$ cat src/rtl/fetch_queue_if.sv
// Fetch/decode-side bundle for fetch_queue.
// Two-slot arrays keep slot 0 (the older slot) in the low bits.
interface fetch_queue_if #(
  parameter int DEPTH      = 8,
  parameter int ADDR_WIDTH = 32
);
  localparam int CW = $clog2(DEPTH) + 1;

  logic [1:0]                 in_valid;
  logic [1:0][ADDR_WIDTH-1:0] in_pc;
  logic [1:0][31:0]           in_instr;
  logic [1:0]                 in_guesses_branch;
  logic [1:0][ADDR_WIDTH-1:0] in_prediction;
  logic                       flush;
  logic                       dec_ready;
  logic                       fq_stall;
  logic [1:0]                 out_valid;
  logic [1:0][ADDR_WIDTH-1:0] out_pc;
  logic [1:0][31:0]           out_instr;
  logic [1:0]                 out_guesses_branch;
  logic [1:0][ADDR_WIDTH-1:0] out_prediction;
  logic [CW-1:0]              count;

  modport master (
    output in_valid, in_pc, in_instr, in_guesses_branch, in_prediction, flush, dec_ready,
    input  fq_stall, out_valid, out_pc, out_instr, out_guesses_branch, out_prediction, count
  );

  modport slave (
    input  in_valid, in_pc, in_instr, in_guesses_branch, in_prediction, flush, dec_ready,
    output fq_stall, out_valid, out_pc, out_instr, out_guesses_branch, out_prediction, count
  );
endinterface

$ cat src/rtl/fetch_queue.sv
// Two-wide in-order instruction queue between fetch and decode.
// Circular buffer: compacting two-slot enqueue, head/head+1 combinational read.
module fetch_queue #(
  parameter int DEPTH      = 8,
  parameter int ADDR_WIDTH = 32
) (
  input logic           clk,
  input logic           reset,
  fetch_queue_if.slave  fq
);
  localparam int PW = $clog2(DEPTH);
  localparam int CW = PW + 1;

  typedef struct packed {
    logic [ADDR_WIDTH-1:0] pc;
    logic [31:0]           instr;
    logic                  gb;
    logic [ADDR_WIDTH-1:0] pred;
  } entry_t;

  entry_t        mem_q [DEPTH];
  entry_t        mem_d [DEPTH];
  logic [PW-1:0] head_q, head_d, tail_q, tail_d;
  logic [CW-1:0] count_q, count_d;
  logic [1:0]    enq, deq, out_valid;
  logic          accept;
  entry_t [1:0]  in_ent;

  // Stall depends only on registered occupancy, so a same-cycle pop cannot release it.
  assign fq.fq_stall  = (CW'(DEPTH) - count_q) < CW'(2);
  assign out_valid    = {count_q >= CW'(2), count_q >= CW'(1)};
  assign fq.out_valid = out_valid;
  assign fq.count     = count_q;

  always_comb begin
    for (int i = 0; i < 2; i++) begin
      entry_t rd;
      rd = mem_q[head_q + PW'(i)];
      fq.out_pc[i]             = rd.pc;
      fq.out_instr[i]          = rd.instr;
      fq.out_guesses_branch[i] = rd.gb;
      fq.out_prediction[i]     = rd.pred;
      in_ent[i] = '{pc: fq.in_pc[i], instr: fq.in_instr[i],
                    gb: fq.in_guesses_branch[i], pred: fq.in_prediction[i]};
    end
  end

  always_comb begin
    mem_d   = mem_q;
    head_d  = head_q;
    tail_d  = tail_q;
    count_d = count_q;
    accept  = !fq.fq_stall && !fq.flush;
    enq     = accept ? ({1'b0, fq.in_valid[0]} + {1'b0, fq.in_valid[1]}) : 2'd0;
    deq     = (fq.dec_ready && !fq.flush) ? ({1'b0, out_valid[0]} + {1'b0, out_valid[1]}) : 2'd0;
    // A lone slot-1 instruction lands at tail, keeping the buffer dense.
    if (accept) begin
      if (fq.in_valid[0]) mem_d[tail_q] = in_ent[0];
      if (fq.in_valid[1]) mem_d[tail_q + PW'(fq.in_valid[0])] = in_ent[1];
    end
    if (fq.flush) begin
      head_d  = '0;
      tail_d  = '0;
      count_d = '0;
    end else begin
      head_d  = head_q + PW'(deq);
      tail_d  = tail_q + PW'(enq);
      count_d = count_q - CW'(deq) + CW'(enq);
    end
  end

  always_ff @(posedge clk) begin
    if (reset) begin
      head_q  <= '0;
      tail_q  <= '0;
      count_q <= '0;
      for (int i = 0; i < DEPTH; i++) mem_q[i] <= '0;
    end else begin
      head_q  <= head_d;
      tail_q  <= tail_d;
      count_q <= count_d;
      for (int i = 0; i < DEPTH; i++) mem_q[i] <= mem_d[i];
    end
  end

  a_count_bound: assert property (@(posedge clk) disable iff (reset) count_q <= CW'(DEPTH));
  // Low bits of count equal tail-head; at full both are zero/equal.
  a_count_ptrs: assert property (@(posedge clk) disable iff (reset)
    count_q[PW-1:0] == PW'(tail_q - head_q));
endmodule

$ cat src/flat_wrapper.sv
// flat-port wrapper written by rule: the top's interface ports become plain ports
module fetch_queue_flat 
#(
  parameter int DEPTH      = 8,
  parameter int ADDR_WIDTH = 32
)
  (clk, reset, fq_in_valid, fq_in_pc, fq_in_instr, fq_in_guesses_branch, fq_in_prediction, fq_flush, fq_dec_ready, fq_fq_stall, fq_out_valid, fq_out_pc, fq_out_instr, fq_out_guesses_branch, fq_out_prediction, fq_count);
  fetch_queue_if #(.DEPTH(DEPTH), .ADDR_WIDTH(ADDR_WIDTH)) fq_i ();
  input logic clk;
  input logic reset;
  input wire logic [$bits(fq_i.in_valid)-1:0] fq_in_valid;
  input wire logic [$bits(fq_i.in_pc)-1:0] fq_in_pc;
  input wire logic [$bits(fq_i.in_instr)-1:0] fq_in_instr;
  input wire logic [$bits(fq_i.in_guesses_branch)-1:0] fq_in_guesses_branch;
  input wire logic [$bits(fq_i.in_prediction)-1:0] fq_in_prediction;
  input wire logic [$bits(fq_i.flush)-1:0] fq_flush;
  input wire logic [$bits(fq_i.dec_ready)-1:0] fq_dec_ready;
  output wire logic [$bits(fq_i.fq_stall)-1:0] fq_fq_stall;
  output wire logic [$bits(fq_i.out_valid)-1:0] fq_out_valid;
  output wire logic [$bits(fq_i.out_pc)-1:0] fq_out_pc;
  output wire logic [$bits(fq_i.out_instr)-1:0] fq_out_instr;
  output wire logic [$bits(fq_i.out_guesses_branch)-1:0] fq_out_guesses_branch;
  output wire logic [$bits(fq_i.out_prediction)-1:0] fq_out_prediction;
  output wire logic [$bits(fq_i.count)-1:0] fq_count;
  assign fq_i.in_valid = fq_in_valid;
  assign fq_i.in_pc = fq_in_pc;
  assign fq_i.in_instr = fq_in_instr;
  assign fq_i.in_guesses_branch = fq_in_guesses_branch;
  assign fq_i.in_prediction = fq_in_prediction;
  assign fq_i.flush = fq_flush;
  assign fq_i.dec_ready = fq_dec_ready;
  assign fq_fq_stall = fq_i.fq_stall;
  assign fq_out_valid = fq_i.out_valid;
  assign fq_out_pc = fq_i.out_pc;
  assign fq_out_instr = fq_i.out_instr;
  assign fq_out_guesses_branch = fq_i.out_guesses_branch;
  assign fq_out_prediction = fq_i.out_prediction;
  assign fq_count = fq_i.count;
  fetch_queue #(.DEPTH(DEPTH), .ADDR_WIDTH(ADDR_WIDTH)) u_core (.clk(clk), .reset(reset), .fq(fq_i));
endmodule
$ cat config.mk
export PLATFORM = sky130hd
export DESIGN_NAME = fetch_queue_flat
export DESIGN_NICKNAME = d
export VERILOG_FILES = /design/src/rtl/fetch_queue_if.sv /design/src/rtl/fetch_queue.sv /design/src/flat_wrapper.sv
export SDC_FILE = /design/constraint.sdc
export NUM_CORES = 2
export LEC_CHECK = 0
export ABC_AREA = 1
export BUFFER_PORTS_ARGS = -buffer_cell sky130_fd_sc_hd__clkbuf_2
export CELL_PAD_IN_SITES_DETAIL_PLACEMENT = 1
export CELL_PAD_IN_SITES_GLOBAL_PLACEMENT = 1
export CORE_MARGIN = 4
export CORE_UTILIZATION = 46
export CTS_CLUSTER_SIZE = 28
export DETAILED_ROUTE_END_ITERATION = 10
export PLACE_DENSITY_LB_ADDON = 0.3
export SYNTH_ARGS = -nofsm -noshare
export SYNTH_HDL_FRONTEND = slang
export SYNTH_SLANG_ARGS = --single-unit
$ cat constraint.sdc
create_clock -name clk -period 7.2 [get_ports clk]
set_input_delay 0.36 -clock clk [delete_from_list [all_inputs] [get_ports clk]]
set_output_delay 0.36 -clock clk [all_outputs]
set_load 0.05 [all_outputs]
Word level (Yosys, flattened, before mapping):

Cells that the tools add are included.
Widths: inputs -> output; s select.

* $add $sub $neg: 9
* order comparisons: 9
* reduce and logical (&&, ||, !) cells: 7
* mux-type cells: 17
* bitwise operators: 4

Operator list (count)
* $mux 776: 3
* $bwmux 776: 2
* $bmux 97 s3: 2
* $demux 97 s3: 2
* $mux 97: 6
* $ge 4x4->1 const B: 4
* $not 3->4: 4
* $lt 4x1->1 const B: 2
* $add 3x2->3: 2
* $add 1x1->2: 2
* $add 4x2->4: 1
* $ge 4x1->1 const B: 1
* $ge 4x2->1 const B: 1
* $logic_and 1x1->1: 4
* $lt 4x2->1 const B: 1
* $mux 2: 2
* $sub 4x2->4: 1
* $sub 4x4->4 const A: 1
* $add 3x1->3: 1
* $add 3x1->3 const B: 1
* $logic_not 1->1: 2
* $reduce_or 2->1: 1

* word-level logic and storage cells: 81
* input port bits: 200
* output and inout port bits: 201
* register bits: 786

Longest topological paths before layout:

* depth after elaboration: 10
* depth in mapped cells: 18

Worst setup path after synthesis:

OpenSTA, ideal clock, no wires.

* path type: reg-to-reg
* start point: reg u_core.count_q[1], in the netlist u_core.fq.count[1]
* end point: reg u_core.count_q[2], in the netlist u_core.fq.count[2]
* path slack: 3814 ps
* arrival time: 3266 ps
* data required time: 7080 ps
* buffers on the path: 0
* cell stages (with the launch flop): 12
* cells stage by stage: dfxtp_1 inv_1 ha_1 nand3b_1 ha_1 and3_1 ha_1 inv_1 ha_1 fa_1 xnor2_1 nor2_1

* elaborated cells between the ends (all ways): 11
* those cells by class: add/sub (4); order compare (3); mux (2); reduce/logical (2)

RTL lines
* start, declared: RTL line fetch_queue.sv:24 `logic [CW-1:0] count_q, count_d;`
* start signal, assigned: RTL line fetch_queue.sv:81 `count_q <= count_d;`
* $ge 4x1->1: RTL line fetch_queue.sv:31 `assign out_valid = {count_q >= CW'(2), count_q >= CW'(1)};`
* named net fq_out_valid[0]: RTL line flat_wrapper.sv:19 `output wire logic [$bits(fq_i.out_valid)-1:0] fq_out_valid;`
* $add 1x1->2: RTL line fetch_queue.sv:55 `deq = (fq.dec_ready && !fq.flush) ? ({1'b0, out_valid[0]} + {1'b0, out_valid[1]}) : 2'd0;`
* $mux 2: RTL line fetch_queue.sv:55
* $sub 4x2->4: RTL line fetch_queue.sv:68 `count_d = count_q - CW'(deq) + CW'(enq);`
* $add 4x2->4: RTL line fetch_queue.sv:68

The timed path passes the listed nets, and every way through them passes these cells.
A chain may end at the register's enable or synchronous reset.

Worst setup path in the final report:

* start point: reg u_core.head_q[0]
* end point: out fq_out_instr[20]

* cells in the longest elaborated chain, start to end: 4

Ends and longest elaborated chain
* start, declared: RTL line fetch_queue.sv:23 `logic [PW-1:0] head_q, head_d, tail_q, tail_d;`
* start signal, assigned: RTL line fetch_queue.sv:74 `head_q <= '0;`
* start signal, assigned: RTL line fetch_queue.sv:79 `head_q <= head_d;`
* $not 3->4 (implied by the code): RTL line fetch_queue.sv:38 `rd = mem_q[head_q + PW'(i)];`
* $bmux 97 s3: RTL line fetch_queue.sv:38
* $mux 97 (implied by the code) (2 in series): RTL line fetch_queue.sv:38
* end, declared: RTL line flat_wrapper.sv:21 `output wire logic [$bits(fq_i.out_instr)-1:0] fq_out_instr;`

No other way between the ends. The select of a mux whose other input is x is not followed.

==> flow_metrics.tcl <==
set metrics [dict create \
    status "finished clean" \
    clk_pin_slew_worst_paths_ns 0.06 \
    crit_arrival_ns 4.98 \
    post_drt_wl_per_cell_um 23.64 \
    ys.flop_type "dfxtp_1" \
    final_layout_size_suffix_gt1_share_pct 6.967 \
    design_power_total_w 0.02989 \
    critPathKind "reg -> out" \
    insertion_delay_ns 0.70 \
    detail_route.first_pass.iterations 6 \
    finalCritPeriodShare_pct 74.14 \
    postPlaceCellArea_mm2 0.05864 \
    cp-end-kind "output pin" \
    power_density_mw_per_mm2 482.4 \
    post_syn_area_per_cell_um2 5.655 \
    first_global_vias 74020 \
    clk_root_buffer_cell "clkbuf_16" \
    grt_antenna_before_repair 27 \
    sequential_share_of_the_synthesized_area_pct 27.48 \
    postCtsSetupBuffers 0 \
    netlist_top_cells_area "dfxtp_1 27%, o21ai_0 20%, nand2_1 13%, a21oi_1 11%, nor2_1 11%" \
    maximum_fanout_along_the_worst_path 99 \
    pin_count_of_the_biggest_net_entering_global_routing 268 \
    final_nets 10030 \
    p_leak_nw 23.98 \
    height_of_the_die_um 360.8 \
    fin_crit_ns 5.338 \
    wl_um 272900 \
    vdd.ir_drop.worst_v 0.0004098 \
    cap_violations 0 \
    ys_async_sr_fraction_pct 0 \
    placeableCoreArea_mm2 0.1236 \
    fin_skew_ns 0.01951 \
    timing.final.hold_violations 0 \
    worstHoldPathType "in -> reg" \
    grt_pass1_wl_um 418200 \
    final_antenna_net_count 0 \
    relSlewSlack_pct 18.11 \
    buffer_ports.inserted 400 \
    area.growth.synth_to_final_pct 8.220 \
    timing.setup.tns_ns 0 \
    cts_buffer_depth 3 \
    dr.first_iter.drc_count 8040 \
    aggregate_global_route_resource_usage_pct 39.69 \
    yosys_warnings 0 \
    fin_area_mm2 0.06197 \
    place_congestion 0.8471 \
    area_share_of_the_largest_cell_type_after_synthesis_pct 27.48 \
    critPathLaunchType "flip-flop" \
    max_slew.worst_pin.slew_ns 1.228 \
    synthesis.nets 10350 \
    syn-instance-count 10130 \
    cts.sinks 786 \
    cts_tree "built" \
    drt_drc_violations_left 0 \
    htree_levels 3 \
    worst_hold_slack_ns 0.04756 \
    num_io_pins 401 \
    yosys.cell_types.count 37 \
    layout_setup_ws_ns 1.862 \
    count_of_final_max_slew_check_failures 0 \
    setup-violations-final 0 \
    die_width_um 360.8 \
    floorplan.initialDensity_pct 46.31 \
    unrepaired_setup_endpoints_after_global_routing "no" \
    dp_slack_ns 2.788 \
    max_clock_freq_ghz 0.1873 \
    dr_vias_cell 6.380 \
    cts_inserted_buffers 100 \
    netlist_top_cells_count "2332 x o21ai_0, 1918 x nand2_1, 1603 x nor2_1" \
    synth_edf_count 0 \
    synth_area_leader_cell "dfxtp_1" \
    post-synth-top-count-cell "o21ai_0" \
    std_cell_rows 129 \
    overflow 0 \
    route.vias.total 73650 \
    dp_hpwl_um 152300 \
    ys_ff_latch 786 \
    mappedNetlistArea_mm2 0.05726 \
    dieArea_mm2 0.1302 \
    required_time_reported_for_the_critical_path_endpoint_ns 6.84 \
]
## layout make-up
class                   instances  area, um^2
diodes                         17       42.54
fillers                     17590       61670
repair buffers                488        2928
multi-input cells            7685       35080
clock buffers                 156        3035
flip-flops and latches        786       15750
inverters                     748        2845
well taps                    1637        2048
clock inverters                27       244.0
## per-stage QoR
step	util [%]	instances
final	50.12	11540
after global routing	50.11	11540
after CTS	50.09	11530
after detailed placement	47.43	11340
after global placement	47.43	11340
after floorplan	-	10130
## final timing paths
check                                       start           endpoint  slack, ns  cells after the start
worst max-delay path             u_core.head_q[0]   fq_out_instr[20]       1.86                     10
worst min-delay path                 fq_in_pc[53]  u_core.mem_q[280]       0.05                      5
worst max register to register   u_core.tail_q[1]  u_core.mem_q[578]       3.19                      8
worst min register to register  u_core.mem_q[752]  u_core.mem_q[752]       0.49                      2
## layer usage
| metal | track usage (%) | wire [um] | share of wire, % |
|---|---|---|---|
| met1 | 48.96 | 106200 | 39 |
| met2 | 64.26 | 122500 | 45 |
| met3 | 8.448 | 28600 | 10 |
| met4 | 22.48 | 15500 | 5.7 |
| met5 | 0 | 98 | 0.036 |
## where the power goes
group          internal, W  total (W)  switching, W
clock network      0.00299    0.00521       0.00222
logic              0.00474     0.0167        0.0120
registers          0.00630    0.00799       0.00169
## sequential cells by signal, indices dropped and copies added, names as in the netlist
| register | count |
|---|---|
| u_core.fq.count | 4 |
| u_core.head_q | 3 |
| u_core.mem_q | 776 |
| u_core.tail_q | 3 |
## placed cells by master (no fill, tap or decap), types with 4 or more instances in the layout
cell type  count
clkbuf_8      28
clkbuf_16    102
nor2_4         4
nor3_4         4
buf_4         67
inv_2          6
diode_2       17
o21ai_1      122
nand3_1      131
dfxtp_1      783
nor2_1      1603
inv_8          4
a21oi_1     1207
buf_12        20
inv_6          5
o21ai_0     2332
clkbuf_2     398
nand2_1     1909
clkinv_2      16
nand4_1       23
inv_1        736
o211ai_1     108
a31oi_1      191
ha_1          17
clkbuf_1      26
nand2_4       11
## repair_timing
| action | in CTS | in global routing |
|---|---|---|
| hold endpoints to repair | 2 | 0 |
| hold buffers | 1 | 0 |
| resized for setup | 0 | 0 |
## kinds of logic (layout without fill, tap and decap cells)
kind of cell | count (synthesis) | count (layout) | synth area share [%]
AO/OA/AOI/OAI | 3964 | 3964 | 35.56
adder cells (fa/ha/maj) | 20 | 20 | 0.4633
XOR/XNOR | 5 | 5 | 0.07649
AND/OR/NAND/NOR | 3696 | 3696 | 24.88
other | 0 | 17 | 0
buffers and inverters | 1655 | 1419 | 11.54
flip-flops | 786 | 786 | 27.48
## critical path, cell delays in order, from the launching register on
cell	delay (ns)
dfxtp_4	0.55
buf_4	0.65
buf_4	0.91
buf_4	0.92
nor2_1	0.09
nor2_1	0.11
o21ai_0	0.11
nand2_1	0.12
nor2_1	0.04
a31oi_1	0.32
clkbuf_2	0.34
Note: power is estimated with default switching activity, not from simulation.
